## src/rtl/program_sequencer_if.sv

```systemverilog
// rtl/program_sequencer_if.sv - host-side program load stream and output digit stream
// slave: sequencer side; master: host side.
interface program_sequencer_if;
   logic       load_valid;
   logic [2:0] load_data;
   logic       load_ready;
   logic [2:0] out_data;
   logic       out_vld;
   logic       out_rdy;

   modport slave (
      input  load_valid,
      input  load_data,
      input  out_rdy,
      output load_ready,
      output out_data,
      output out_vld
   );

   modport master (
      output load_valid,
      output load_data,
      output out_rdy,
      input  load_ready,
      input  out_data,
      input  out_vld
   );
endinterface

```

## src/rtl/program_sequencer.sv

```systemverilog
// rtl/program_sequencer.sv - fetch/decode/issue controller for the 3-bit-computer execute stage
// Optional single-step issue gating is compiled in when SEQ_STEP_EN is defined.
module program_sequencer #(
   parameter int PROG_DEPTH  = 16,
   parameter int OFIFO_DEPTH = 4
) (
   input  logic               clk,
   input  logic               rst,
   program_sequencer_if.slave host,
   input  logic               i_start,
   output logic               o_busy,
   output logic               o_done,
   output logic               o_err,
   output logic               o_exec_en,
   output logic [2:0]         o_operand_id_reg,
   output logic [1:0]         o_op1_sel,
   output logic [1:0]         o_op2_sel,
   output logic [1:0]         o_operation_sel,
   output logic [4:0]         o_reg_wr_en,
   input  logic [3:0]         i_ip_in,
   input  logic               i_halt_in,
   input  logic               i_out_valid_in,
   input  logic [2:0]         i_out_in
`ifdef SEQ_STEP_EN
   ,
   input  logic               i_step_mode,
   input  logic               i_step
`endif
);

   localparam int PW = $clog2(PROG_DEPTH + 1);
   localparam int AW = $clog2(PROG_DEPTH);
   localparam int FW = $clog2(OFIFO_DEPTH);
   localparam int CW = FW + 1;

   localparam logic [PW-1:0] LEN_MAX   = PW'(PROG_DEPTH);
   localparam logic [CW-1:0] FIFO_FULL = CW'(OFIFO_DEPTH);

   localparam logic [1:0] SEL_COMBO = 2'd0;
   localparam logic [1:0] SEL_LIT   = 2'd1;
   localparam logic [1:0] SEL_REG_B = 2'd2;
   localparam logic [1:0] SEL_REG_C = 2'd3;

   localparam logic [1:0] OP_SHIFT = 2'd0;
   localparam logic [1:0] OP_XOR   = 2'd1;
   localparam logic [1:0] OP_MOD   = 2'd2;
   localparam logic [1:0] OP_NONE  = 2'd3;

   typedef enum logic [2:0] {
      S_IDLE  = 3'd0,
      S_FETCH = 3'd1,
      S_ISSUE = 3'd2,
      S_WAIT  = 3'd3,
      S_DONE  = 3'd4
   } state_t;

   state_t          r_state;
   state_t          w_next_state;

   logic [2:0]      r_mem [PROG_DEPTH];
   logic [PW-1:0]   r_wr_ptr;
   logic [PW-1:0]   r_prog_len;
   logic            r_err;
   logic [2:0]      r_opcode;
   logic [2:0]      r_operand;

   logic [2:0]      r_fifo [OFIFO_DEPTH];
   logic [FW-1:0]   r_fifo_wr;
   logic [FW-1:0]   r_fifo_rd;
   logic [CW-1:0]   r_fifo_cnt;

   logic            w_load_ready;
   logic            w_load;
   logic            w_len_ok;
   logic            w_uses_combo;
   logic            w_combo_bad;
   logic            w_fifo_full;
   logic            w_out_vld;
   logic            w_step_ok;
   logic            w_exec_en;
   logic            w_set_err;
   logic            w_clr_err;
   logic            w_fifo_clr;
   logic            w_fetch;
   logic            w_push;
   logic            w_pop;
   logic [PW-1:0]   w_ip_ext;
   logic [3:0]      w_ip_next;

   assign w_load_ready = (r_state == S_IDLE) && (r_wr_ptr < LEN_MAX);
   assign w_load       = host.load_valid && w_load_ready;
   assign w_len_ok     = (r_prog_len[0] == 1'b0) && (r_prog_len >= PW'(2));
   assign w_uses_combo = (r_opcode == 3'd0) || (r_opcode == 3'd2) || (r_opcode == 3'd5) ||
                         (r_opcode == 3'd6) || (r_opcode == 3'd7);
   assign w_combo_bad  = w_uses_combo && (r_operand == 3'd7);
   assign w_fifo_full  = (r_fifo_cnt == FIFO_FULL);
   assign w_out_vld    = (r_fifo_cnt != '0);
   assign w_ip_ext     = PW'(i_ip_in);
   assign w_ip_next    = i_ip_in + 4'd1;

`ifdef SEQ_STEP_EN
   // A step pulse only matters while an instruction is held in ISSUE.
   assign w_step_ok = ~i_step_mode | i_step;
`else
   assign w_step_ok = 1'b1;
`endif

   assign w_push = (r_state == S_WAIT) && i_out_valid_in;
   assign w_pop  = w_out_vld && host.out_rdy;

   always_ff @(posedge clk) begin
      if (rst) begin
         r_state <= S_IDLE;
      end else begin
         r_state <= w_next_state;
      end
   end

   always_comb begin
      w_next_state = r_state;
      w_exec_en    = 1'b0;
      w_set_err    = 1'b0;
      w_clr_err    = 1'b0;
      w_fifo_clr   = 1'b0;
      w_fetch      = 1'b0;
      case (r_state)
         S_IDLE, S_DONE: begin
            if (i_start) begin
               if (w_len_ok) begin
                  w_next_state = S_FETCH;
                  w_clr_err    = 1'b1;
                  w_fifo_clr   = 1'b1;
               end else begin
                  w_next_state = S_IDLE;
                  w_set_err    = 1'b1;
               end
            end
         end
         S_FETCH: begin
            if ((w_ip_ext >= r_prog_len) || i_halt_in) begin
               w_next_state = S_DONE;
            end else begin
               w_fetch      = 1'b1;
               w_next_state = S_ISSUE;
            end
         end
         S_ISSUE: begin
            // Holding here while the FIFO is full means WAIT can never push into a full FIFO.
            if (!w_fifo_full && w_step_ok) begin
               if (w_combo_bad) begin
                  w_set_err    = 1'b1;
                  w_next_state = S_DONE;
               end else begin
                  w_exec_en    = 1'b1;
                  w_next_state = S_WAIT;
               end
            end
         end
         S_WAIT: begin
            w_next_state = S_FETCH;
         end
         default: begin
            w_next_state = S_IDLE;
         end
      endcase
   end

   always_comb begin
      o_op1_sel       = SEL_COMBO;
      o_op2_sel       = SEL_COMBO;
      o_operation_sel = OP_SHIFT;
      o_reg_wr_en     = 5'b00000;
      if (w_exec_en) begin
         case (r_opcode)
            3'd0: begin
               o_op1_sel       = SEL_COMBO;
               o_operation_sel = OP_SHIFT;
               o_reg_wr_en     = 5'b00001;
            end
            3'd1: begin
               o_op1_sel       = SEL_REG_B;
               o_op2_sel       = SEL_LIT;
               o_operation_sel = OP_XOR;
               o_reg_wr_en     = 5'b00010;
            end
            3'd2: begin
               o_op1_sel       = SEL_COMBO;
               o_operation_sel = OP_MOD;
               o_reg_wr_en     = 5'b00010;
            end
            3'd3: begin
               o_operation_sel = OP_NONE;
               o_reg_wr_en     = 5'b10000;
            end
            3'd4: begin
               o_op1_sel       = SEL_REG_B;
               o_op2_sel       = SEL_REG_C;
               o_operation_sel = OP_XOR;
               o_reg_wr_en     = 5'b00010;
            end
            3'd5: begin
               o_op1_sel       = SEL_COMBO;
               o_operation_sel = OP_MOD;
               o_reg_wr_en     = 5'b01000;
            end
            3'd6: begin
               o_op1_sel       = SEL_COMBO;
               o_operation_sel = OP_SHIFT;
               o_reg_wr_en     = 5'b00010;
            end
            default: begin
               o_op1_sel       = SEL_COMBO;
               o_operation_sel = OP_SHIFT;
               o_reg_wr_en     = 5'b00100;
            end
         endcase
      end
   end

   // Program memory keeps its contents across reset; only the pointers are cleared.
   always_ff @(posedge clk) begin
      if (w_load) begin
         r_mem[r_wr_ptr[AW-1:0]] <= host.load_data;
      end
   end

   always_ff @(posedge clk) begin
      if (rst) begin
         r_wr_ptr   <= '0;
         r_prog_len <= '0;
         r_err      <= 1'b0;
         r_opcode   <= 3'd0;
         r_operand  <= 3'd0;
      end else begin
         if (w_load) begin
            r_wr_ptr   <= r_wr_ptr + PW'(1);
            r_prog_len <= r_wr_ptr + PW'(1);
         end
         if (w_set_err) begin
            r_err <= 1'b1;
         end else if (w_clr_err) begin
            r_err <= 1'b0;
         end
         if (w_fetch) begin
            r_opcode  <= r_mem[AW'(i_ip_in)];
            r_operand <= r_mem[AW'(w_ip_next)];
         end
      end
   end

   always_ff @(posedge clk) begin
      if (w_push) begin
         r_fifo[r_fifo_wr] <= i_out_in;
      end
   end

   always_ff @(posedge clk) begin
      if (rst || w_fifo_clr) begin
         r_fifo_wr  <= '0;
         r_fifo_rd  <= '0;
         r_fifo_cnt <= '0;
      end else begin
         if (w_push) begin
            r_fifo_wr <= r_fifo_wr + FW'(1);
         end
         if (w_pop) begin
            r_fifo_rd <= r_fifo_rd + FW'(1);
         end
         case ({w_push, w_pop})
            2'b10:   r_fifo_cnt <= r_fifo_cnt + CW'(1);
            2'b01:   r_fifo_cnt <= r_fifo_cnt - CW'(1);
            default: r_fifo_cnt <= r_fifo_cnt;
         endcase
      end
   end

   assign host.load_ready = w_load_ready;
   assign host.out_vld    = w_out_vld;
   assign host.out_data   = w_out_vld ? r_fifo[r_fifo_rd] : 3'd0;

   assign o_busy           = (r_state == S_FETCH) || (r_state == S_ISSUE) || (r_state == S_WAIT);
   assign o_done           = (r_state == S_DONE);
   assign o_err            = r_err;
   assign o_exec_en        = w_exec_en;
   assign o_operand_id_reg = r_operand;

endmodule
```

## src/flat_wrapper.sv

```systemverilog
// flat-port wrapper written by rule: the top's interface ports become plain ports
module program_sequencer_flat 
#(
   parameter int PROG_DEPTH  = 16,
   parameter int OFIFO_DEPTH = 4
)
  (clk, rst, i_start, o_busy, o_done, o_err, o_exec_en, o_operand_id_reg, o_op1_sel, o_op2_sel, o_operation_sel, o_reg_wr_en, i_ip_in, i_halt_in, i_out_valid_in, i_out_in, host_load_valid, host_load_data, host_out_rdy, host_load_ready, host_out_data, host_out_vld);
  program_sequencer_if host_i ();
  input  logic clk;
  input  logic rst;
  input  logic i_start;
  output logic o_busy;
  output logic o_done;
  output logic o_err;
  output logic o_exec_en;
  output logic [2:0] o_operand_id_reg;
  output logic [1:0] o_op1_sel;
  output logic [1:0] o_op2_sel;
  output logic [1:0] o_operation_sel;
  output logic [4:0] o_reg_wr_en;
  input  logic [3:0] i_ip_in;
  input  logic i_halt_in;
  input  logic i_out_valid_in;
  input  logic [2:0] i_out_in;
  input wire logic [$bits(host_i.load_valid)-1:0] host_load_valid;
  input wire logic [$bits(host_i.load_data)-1:0] host_load_data;
  input wire logic [$bits(host_i.out_rdy)-1:0] host_out_rdy;
  output wire logic [$bits(host_i.load_ready)-1:0] host_load_ready;
  output wire logic [$bits(host_i.out_data)-1:0] host_out_data;
  output wire logic [$bits(host_i.out_vld)-1:0] host_out_vld;
  assign host_i.load_valid = host_load_valid;
  assign host_i.load_data = host_load_data;
  assign host_i.out_rdy = host_out_rdy;
  assign host_load_ready = host_i.load_ready;
  assign host_out_data = host_i.out_data;
  assign host_out_vld = host_i.out_vld;
  program_sequencer #(.PROG_DEPTH(PROG_DEPTH), .OFIFO_DEPTH(OFIFO_DEPTH)) u_core (.clk(clk), .rst(rst), .host(host_i), .i_start(i_start), .o_busy(o_busy), .o_done(o_done), .o_err(o_err), .o_exec_en(o_exec_en), .o_operand_id_reg(o_operand_id_reg), .o_op1_sel(o_op1_sel), .o_op2_sel(o_op2_sel), .o_operation_sel(o_operation_sel), .o_reg_wr_en(o_reg_wr_en), .i_ip_in(i_ip_in), .i_halt_in(i_halt_in), .i_out_valid_in(i_out_valid_in), .i_out_in(i_out_in));
endmodule
```

## config.mk

```make
export PLATFORM = sky130hd
export DESIGN_NAME = program_sequencer_flat
export DESIGN_NICKNAME = d
export VERILOG_FILES = /design/src/rtl/program_sequencer_if.sv /design/src/rtl/program_sequencer.sv /design/src/flat_wrapper.sv
export SDC_FILE = /design/constraint.sdc
export NUM_CORES = 1
export LEC_CHECK = 0
export CAP_MARGIN = 20
export CELL_PAD_IN_SITES_DETAIL_PLACEMENT = 1
export CELL_PAD_IN_SITES_GLOBAL_PLACEMENT = 1
export CORE_ASPECT_RATIO = 1.4
export CORE_UTILIZATION = 51
export CTS_BUF_LIST = sky130_fd_sc_hd__clkbuf_4 sky130_fd_sc_hd__clkbuf_8 sky130_fd_sc_hd__clkbuf_16
export DETAILED_ROUTE_END_ITERATION = 10
export PLACE_DENSITY_LB_ADDON = 0.2
export SYNTH_ARGS = -nofsm -noshare
export SYNTH_HDL_FRONTEND = slang
export SYNTH_SLANG_ARGS = --single-unit
```

## constraint.sdc

```tcl
create_clock -name clk -period 4.1 [get_ports clk]
set_input_delay 0.615 -clock clk [delete_from_list [all_inputs] [get_ports clk]]
set_output_delay 0.615 -clock clk [all_outputs]
set_load 0.01 [all_outputs]
```

Yosys cells after proc, flatten, opt, wreduce, memory -nomap -nowiden
Memories as Yosys holds them, arrays and structs flattened. A register that Yosys moved wholly into a read port is not among the register bits.
Cells that the tools add are included.
{"block": "word_totals", "latch_bits": 0, "output_inout_bits": 23, "mem_bits_rw": 60, "in_bits": 17, "wordCells": 96, "n_memories": 2, "ff_bits": 16, "rom_bits": 0}
{"block": "classes", "n_mux": 37, "shifts": 0, "n_bitwise": 1, "order_cmp": 3, "eq_ne": 17, "n_div": 0, "addsub": 6, "reduce_logical": 24, "multipliers": 0}
{"memory": "u_core.r_mem", "words": 16, "word_bits": 3, "read_ports": 2, "rd_ports_with_merged_regs": 2, "wr": 1, "line": "program_sequencer.sv:60", "source": "logic [2:0] r_mem [PROG_DEPTH];"}
{"memory": "u_core.r_fifo", "words": 4, "word_bits": 3, "read_ports": 1, "rd_ports_with_merged_regs": 1, "wr": 1, "line": "program_sequencer.sv:67", "source": "logic [2:0] r_fifo [OFIFO_DEPTH];"}
{"cell": "$eq 3x3->1 const B", "count": 7}
{"cell": "$pmux 5 s4", "count": 1}
{"cell": "$mux 1", "count": 19}
{"cell": "$mux 3", "count": 5}
{"cell": "$eq 3x2->1 const B", "count": 4}
{"cell": "$mux 2", "count": 6}
{"cell": "$pmux 3 s4", "count": 1}
{"cell": "$logic_or 1x1->1", "count": 8}
{"cell": "$eq 3x1->1 const B", "count": 2}
{"cell": "$logic_and 1x1->1", "count": 6}
{"cell": "$logic_not 3->1", "count": 2}
{"cell": "$pmux 2 s3", "count": 1}
{"cell": "$pmux 3 s2", "count": 1}
{"cell": "$reduce_or 2->1", "count": 3}
{"cell": "$add 5x1->5 const B", "count": 1}
{"cell": "$ge 4x5->1", "count": 1}
{"cell": "$ge 5x2->1 const B", "count": 1}
{"cell": "$lt 5x5->1 const B", "count": 1}
{"cell": "$mux 5", "count": 1}
{"cell": "$add 2x1->2 const B", "count": 2}
{"cell": "$add 4x1->4 const B", "count": 1}
{"cell": "$ne 2x2->1 const B", "count": 2}
{"cell": "$pmux 2 s2", "count": 1}
{"cell": "$reduce_bool 2->1", "count": 2}
{"cell": "9 further kinds", "count": 9}

Longest topological paths before layout
Gate-level depths: netlist (run 1).
{"block": "depth", "ltp_word": 10, "depth_mapped": 11, "ltp_nobuf": 10}

Least setup slack after synthesis (run 1)
OpenSTA, ideal clock, no wires.
{"block": "synth_timing", "kind": "input port to flip-flop", "start": "input port i_ip_in[0]", "end": "register u_core.r_operand[2] (netlist: u_core.o_operand_id_reg[2]) (read register of u_core.r_mem)", "stages": 6, "setup_ns": 0.117, "required_ns": 3.983, "path_slack_ns": 1.678, "arrival_ns": 2.305, "n_path_buf": 1, "path_cell_list": "ha_1 -> buf_2 -> mux4_2 -> mux4_2 -> mux2i_1 -> nor2_1"}
{"block": "synth_between", "elab_chain_cells": 4}
{"item": "start: declaration", "line": "flat_wrapper.sv:21", "source": "input logic [3:0] i_ip_in;"}
{"item": "$ge 4x5->1", "line": "program_sequencer.sv:140", "source": "if ((w_ip_ext >= r_prog_len) || i_halt_in) begin"}
{"item": "$logic_or 1x1->1", "line": "program_sequencer.sv:140"}
{"item": "$mux 1", "line": "program_sequencer.sv:140"}
{"item": "$mux 1", "line": "program_sequencer.sv:126", "source": "case (r_state)"}
{"item": "end: declaration", "line": "program_sequencer.sv:65", "source": "logic [2:0] r_operand;"}
Several ways; a longest one is shown, not always the timed one.
A chain may end at the register's enable or synchronous reset.

Worst setup path after layout (run 1)
{"block": "layout_timing", "start": "register u_core.r_state[1]", "end": "output port o_op1_sel[1]"}
{"block": "layout_between", "elab_chain_cells": 3}
{"item": "start: declaration", "line": "program_sequencer.sv:57", "source": "state_t r_state;"}
{"item": "start signal: assignment", "line": "program_sequencer.sv:115", "source": "r_state <= w_next_state;"}
{"item": "$eq 3x2->1", "line": "program_sequencer.sv:126"}
{"item": "$mux 1", "line": "program_sequencer.sv:126"}
{"item": "$mux 2", "line": "program_sequencer.sv:173", "source": "if (w_exec_en) begin"}
{"item": "end: declaration", "line": "flat_wrapper.sv:17", "source": "output logic [1:0] o_op1_sel;"}
No other way between the ends.

==> flow_metrics.env, run 1 <==
export IMPL_pin_count=40
export IMPL_synth_top_family_by_area="multiplexers"
export IMPL_core_um2=7890
export IMPL_cts_tree="done"
export IMPL_synth_cell_types=47
export IMPL_path_class="reg -> out"
export IMPL_cp_startpoint="u_core.r_state[1]$_SDFFE_PP0P_"
export IMPL_yosys_warnings=0
export IMPL_path_max_fanout=7
export IMPL_hold_path_depth=2
export IMPL_finalSetupTns_ps=0
export IMPL_route_detailed_wl_per_inst_um=20.9
export IMPL_leakagePower_nw=1.65
export IMPL_max_freq_ghz=0.313
export IMPL_slew_headroom=0.523
export IMPL_post_cts_buffers=0
export IMPL_whs_endpoint="u_core.o_err$_SDFFE_PP0P_"
export IMPL_synth_top_area_frac=0.428
export IMPL_ant_nets=0
export IMPL_r2r_cells=7
export IMPL_ctsResizeCount=0
export IMPL_stdcell_count=453
export IMPL_grt_pass1_vias=2812
export IMPL_dp_hpwl_um=7270
export IMPL_async_flop_share=0
export IMPL_grt_pass1_wl_um=14800
export IMPL_io_buffer_count=38
export IMPL_holdBufCountCts=0
export IMPL_synthXorXnorAreaFrac=0.0267
export IMPL_vdd_drop_max_v=0.000307
export IMPL_synth_compound_area_frac=0.0425
export IMPL_layout_drive_gt1_share=0.125
export IMPL_synthMuxAreaShare=0.189
export IMPL_synth_most_common_cell="edfxtp_1"
export IMPL_synth_ff_type="edfxtp_1"
export IMPL_clock_root_buffer="clkbuf_8"
export IMPL_synth_largest_area_cell="edfxtp_1"
export IMPL_viasPerCell=5.84
export IMPL_status="finished clean"
export IMPL_gp_congestion=0.820
export IMPL_min_period_ps=3190
export IMPL_drt_iter0_markers=121
export IMPL_r2r_end="u_core.r_opcode[1]$_SDFFE_PP0P_"
export IMPL_final_setup_viol_count=0
export IMPL_syn2layout_area_growth_pct=15.7
export IMPL_n_antenna_cell=0
export IMPL_nets=380
export IMPL_synth_area_leaders="edfxtp_1 43%, dfxtp_1 11%, mux4_2 10%"
export IMPL_clk_pin_slew_worst_paths_ps=90
export IMPL_yosys_top_cells_count="60 x edfxtp_1, 47 x nor2_1, 24 x dfxtp_1"
export IMPL_synth_edf_count=60
export IMPL_syn_area_per_cell_um2=13.5
export IMPL_seq_area_um2=2280
export IMPL_clock_sinks=84
export IMPL_p_per_area_nw_per_um2=369
export IMPL_die_area_um2=8630
export IMPL_dr_pass1_iters=4
export IMPL_hp_start="u_core.o_err$_SDFFE_PP0P_"
export IMPL_initial_core_util=0.534
export IMPL_htree_num_levels=3
export IMPL_largest_register_ffs=48
export IMPL_start_kind="register"
export IMPL_layout_setup_ws_ps=910
export IMPL_synth_seq_area_share=0.542
export IMPL_cap_viol_max_count=0
export IMPL_grt_max_degree=27
export IMPL_fp_row_count=38
export IMPL_skew_ps=9.95
export IMPL_drc_errors=0
export IMPL_multiInputGateArea_um2=1790
export IMPL_synth_seq_cells=84
export IMPL_reg2reg_slack_ps=1860
export IMPL_worst_ep_required_time_ps=3480
export IMPL_syn_inst=311
export IMPL_post_synth_instance_area_um2=4210
export IMPL_r2r_start="u_core.r_wr_ptr[2]$_SDFFE_PP0P_"
export IMPL_antenna_found_initial=0
export IMPL_fillers=795
export IMPL_cts_buffers=9
export IMPL_synth_adder_area_share=0.0463
export IMPL_tightest_slew_ps=714
export IMPL_hold_viol_final=0
export IMPL_synth_fp_nets=343
export IMPL_hold_path_class="reg -> reg"
export IMPL_die_y_um=110
export IMPL_end_kind="output port"
export IMPL_finalMaxSlewViolations=0
export IMPL_dpl_worst_slack_ps=877
export IMPL_route_vias_total=2644
export IMPL_clk_latency_ps=370
export IMPL_rsz0062_at_grt="false"
export IMPL_arrival_ps=2580
export IMPL_place_inst=437
export IMPL_gr_total_overflow=0
export IMPL_track_usage=0.240
export IMPL_finalPower_mw=1.80
export IMPL_synth_simple_area_share=0.120
export IMPL_fin_crit_sh=0.778
export IMPL_finalWirelength_um=9460
export IMPL_die_w_um=78.8
export IMPL_cts_buffer_depth=2
==> critical path: stages, from the launching register on <==
cell             delay (ps)
dfxtp_1                 450
nor3b_1                 490
nand3_1                 220
inv_2                   110
nand2b_1                110
a21oi_1                 230
clkdlybuf4s50_1         600
==> area by class of cell <==
type	count	share of cell area
multi-input cells	200	0.367
well taps	100	0.0257
clock inverters	7	0.0223
clock buffers	9	0.0254
inverters	13	0.0100
flip-flops and latches	84	0.468
repair buffers	40	0.0811
==> worst max-delay path by stage <==
| stage | slack, ps | to |
|---|---|---|
| 2_1_floorplan | 1680 | u_core.o_operand_id_reg[2]$_SDFFE_PP0P_ |
| 3_3_place_gp | 890 | u_core.o_operand_id_reg[2]$_SDFFE_PP0P_ |
| 6_report | 910 | o_op1_sel[1] |
| 4_1_cts | 910 | o_op1_sel[1] |
| 5_1_grt | 760 | o_op1_sel[1] |
| 3_5_place_dp | 880 | u_core.o_operand_id_reg[2]$_SDFFE_PP0P_ |
==> logic make-up after synthesis <==
family | count (synthesis)
and+or+nand+nor | 107
DFF | 84
muxes | 38
AOI/OAI and AO/OA | 27
buffers and inverters | 27
adders and majority gates | 15
xor gates and xnor gates | 12
other | 1
==> routing by layer <==
| layer | share of wire | routed length (um) | GRT usage |
|---|---|---|---|
| met1 | 0.37 | 3540 | 0.257 |
| met2 | 0.57 | 5370 | 0.445 |
| met3 | 0.021 | 198 | 0.0365 |
| met4 | 0.037 | 350 | 0.140 |
| met5 | 0 | 0 | 0 |
==> per-stage QoR <==
stage	cell area (um2)	util	hold WS [ps]
CTS	4870	0.618	469
global route	4870	0.618	484
finish	4870	0.618	459
detailed placement	4640	0.588	456
floorplan	4210	-	476
global placement	4640	0.588	450
==> power by group <==
group | internal (mW) | total, mW | switching [mW]
clock network | 0.354 | 0.679 | 0.325
logic | 0.0891 | 0.184 | 0.0945
registers | 0.923 | 0.936 | 0.0128
total | 1.37 | 1.80 | 0.432
==> placed cells by master (no fill, tap or decap), drive strengths merged, types with 2 or more instances in the layout <==
| cell type | n |
|---|---|
| a21oi | 9 |
| a22oi | 6 |
| and2 | 11 |
| and3 | 2 |
| buf | 2 |
| bufinv | 2 |
| clkbuf | 9 |
| clkdlybuf4s50 | 38 |
| clkinv | 3 |
| dfxtp | 24 |
| edfxtp | 60 |
| ha | 14 |
| inv | 15 |
| mux2i | 7 |
| mux4 | 30 |
| nand2 | 19 |
| nand2b | 4 |
| nand3 | 3 |
| nor2 | 47 |
| nor2b | 5 |
| nor3 | 6 |
| nor3b | 3 |
| nor4 | 2 |
| o21ai | 5 |
| xnor2 | 6 |
| xor2 | 6 |
Note: power is estimated with default switching activity, not from simulation.
==> run 2: changes to the inputs <==
--- a/config.mk
+++ b/config.mk
@@ -9,7 +9,7 @@
 export CELL_PAD_IN_SITES_DETAIL_PLACEMENT = 1
 export CELL_PAD_IN_SITES_GLOBAL_PLACEMENT = 1
 export CORE_ASPECT_RATIO = 1.4
-export CORE_UTILIZATION = 51
+export CORE_UTILIZATION = 47
 export CTS_BUF_LIST = sky130_fd_sc_hd__clkbuf_4 sky130_fd_sc_hd__clkbuf_8 sky130_fd_sc_hd__clkbuf_16
 export DETAILED_ROUTE_END_ITERATION = 10
 export PLACE_DENSITY_LB_ADDON = 0.2
==> constraint.sdc (replaced) <==
create_clock -name clk -period 3.1 [get_ports clk]
set_input_delay 0.465 -clock clk [delete_from_list [all_inputs] [get_ports clk]]
set_output_delay 0.465 -clock clk [all_outputs]
set_load 0.01 [all_outputs]
==> flow_metrics.env, run 2 (synthesis results as in run 1) <==
export IMPL_fp_row_count=40
export IMPL_clk_latency_ps=340
export IMPL_ctsResizeCount=0
export IMPL_leakagePower_nw=1.70
export IMPL_start_kind="register"
export IMPL_finalWirelength_um=9670
export IMPL_pin_count=40
export IMPL_route_vias_total=2628
export IMPL_initial_core_util=0.487
export IMPL_end_kind="output port"
export IMPL_core_um2=8660
export IMPL_io_buffer_count=38
export IMPL_die_y_um=114
export IMPL_clock_root_buffer="clkbuf_16"
export IMPL_grt_pass1_vias=2804
export IMPL_tightest_slew_ps=630
export IMPL_fin_crit_sh=0.909
export IMPL_dr_pass1_iters=4
export IMPL_syn2layout_area_growth_pct=18.5
export IMPL_track_usage=0.230
export IMPL_finalSetupTns_ps=0
export IMPL_worst_ep_required_time_ps=2630
export IMPL_finalMaxSlewViolations=0
export IMPL_cap_viol_max_count=0
export IMPL_cts_tree="done"
export IMPL_hold_path_depth=2
export IMPL_route_detailed_wl_per_inst_um=20.9
export IMPL_path_max_fanout=6
export IMPL_max_freq_ghz=0.355
export IMPL_p_per_area_nw_per_um2=518
export IMPL_holdBufCountCts=0
export IMPL_grt_max_degree=27
export IMPL_rsz0062_at_grt="false"
export IMPL_min_period_ps=2820
export IMPL_htree_num_levels=3
export IMPL_fillers=857
export IMPL_utilization=0.576
export IMPL_drt_iter0_markers=146
export IMPL_viasPerCell=5.68
export IMPL_cts_buffer_depth=2
export IMPL_mostFrequentLayoutCell="edfxtp_1"
export IMPL_nets=385
export IMPL_final_setup_viol_count=0
export IMPL_arrival_ps=2350
export IMPL_dp_hpwl_um=7360
export IMPL_cts_buffers=9
export IMPL_n_antenna_cell=0
export IMPL_slew_headroom=0.579
export IMPL_grt_pass1_wl_um=15000
export IMPL_clock_sinks=84
export IMPL_status="finished clean"
export IMPL_path_class="reg -> out"
export IMPL_vdd_drop_max_v=0.000399
export IMPL_ant_nets=0
export IMPL_r2r_cells=4
export IMPL_final_cell_mix="60 x edfxtp_1, 47 x nor2_1, 38 x clkdlybuf4s50_1"
export IMPL_skew_ps=4.25
export IMPL_hold_path_class="reg -> reg"
export IMPL_gr_total_overflow=0
export IMPL_hold_viol_final=0
export IMPL_post_cts_buffers=0
export IMPL_layout_drive_gt1_share=0.137
export IMPL_die_w_um=82.0
export IMPL_gp_congestion=0.884
export IMPL_drc_errors=0
export IMPL_clk_pin_slew_worst_paths_ps=60
export IMPL_largest_register_ffs=48
export IMPL_antenna_found_initial=0
export IMPL_die_area_um2=9350
-- run 2: final cells by class --
class / instances / area, um2 / share of cell area
flip-flops and latches: 84 / 2280 / 0.457
multi-input cells: 200 / 1790 / 0.359
repair buffers: 45 / 433 / 0.0867
clock buffers: 9 / 225 / 0.0451
well taps: 105 / 131 / 0.0263
clock inverters: 7 / 80.1 / 0.0160
inverters: 13 / 48.8 / 0.00978
-- run 2: per-stage QoR --
step	hold slack (ps)	setup WS, ps	area (um2)	total power, mW	cells
3_3_place_gp	447	372	4690	1.50	447
4_1_cts	473	247	4990	2.61	463
5_1_grt	512	98.0	4990	2.67	463
6_report	469	283	4990	2.59	463
2_1_floorplan	476	828	4210	1.42	311
3_5_place_dp	456	315	4690	1.51	447
-- run 2: worst max-delay path, stage by stage (launching register included) --
cell	delay (ps)
dfxtp_1	360
nand2b_1	200
o21a_1	220
nand2_1	140
nand3_1	140
inv_2	100
nand2b_1	100
a21oi_1	180
clkdlybuf4s50_1	570
-- run 2: path summary, 6_finish.rpt --
check | startpoint | end | slack, ps
min | u_core.o_err$_SDFFE_PP0P_ | u_core.o_err$_SDFFE_PP0P_ | 470
min reg2reg | u_core.o_err$_SDFFE_PP0P_ | u_core.o_err$_SDFFE_PP0P_ | 470
max reg2reg | u_core.r_state[0]$_SDFFE_PP0P_ | u_core.r_mem[3][2]$_DFFE_PP_ | 860
max | u_core.r_opcode[0]$_SDFFE_PP0P_ | o_op2_sel[0] | 280
-- run 2: report_power, final --
group	switching [mW]	internal (mW)
logic	0.124	0.121
registers	0.0186	1.22
clock network	0.463	0.637
total	0.606	1.98
-- run 2: layer usage --
layer	GRT usage	wire, um	vias up
li1	-	-	1248
met1	0.258	3760	1306
met2	0.414	5380	60
met3	0.0400	290	14
met4	0.105	232	0
met5	0	0	-
==> run 3: changes to the inputs <==
--- a/config.mk
+++ b/config.mk
@@ -11,6 +11,7 @@
 export CORE_ASPECT_RATIO = 1.4
 export CORE_UTILIZATION = 47
 export CTS_BUF_LIST = sky130_fd_sc_hd__clkbuf_4 sky130_fd_sc_hd__clkbuf_8 sky130_fd_sc_hd__clkbuf_16
+export CTS_CLUSTER_SIZE = 12
 export DETAILED_ROUTE_END_ITERATION = 10
 export PLACE_DENSITY_LB_ADDON = 0.2
 export SYNTH_ARGS = -nofsm -noshare
==> results of run 3 <==
The final DEF is identical to that of run 2; final timing and power are the same.
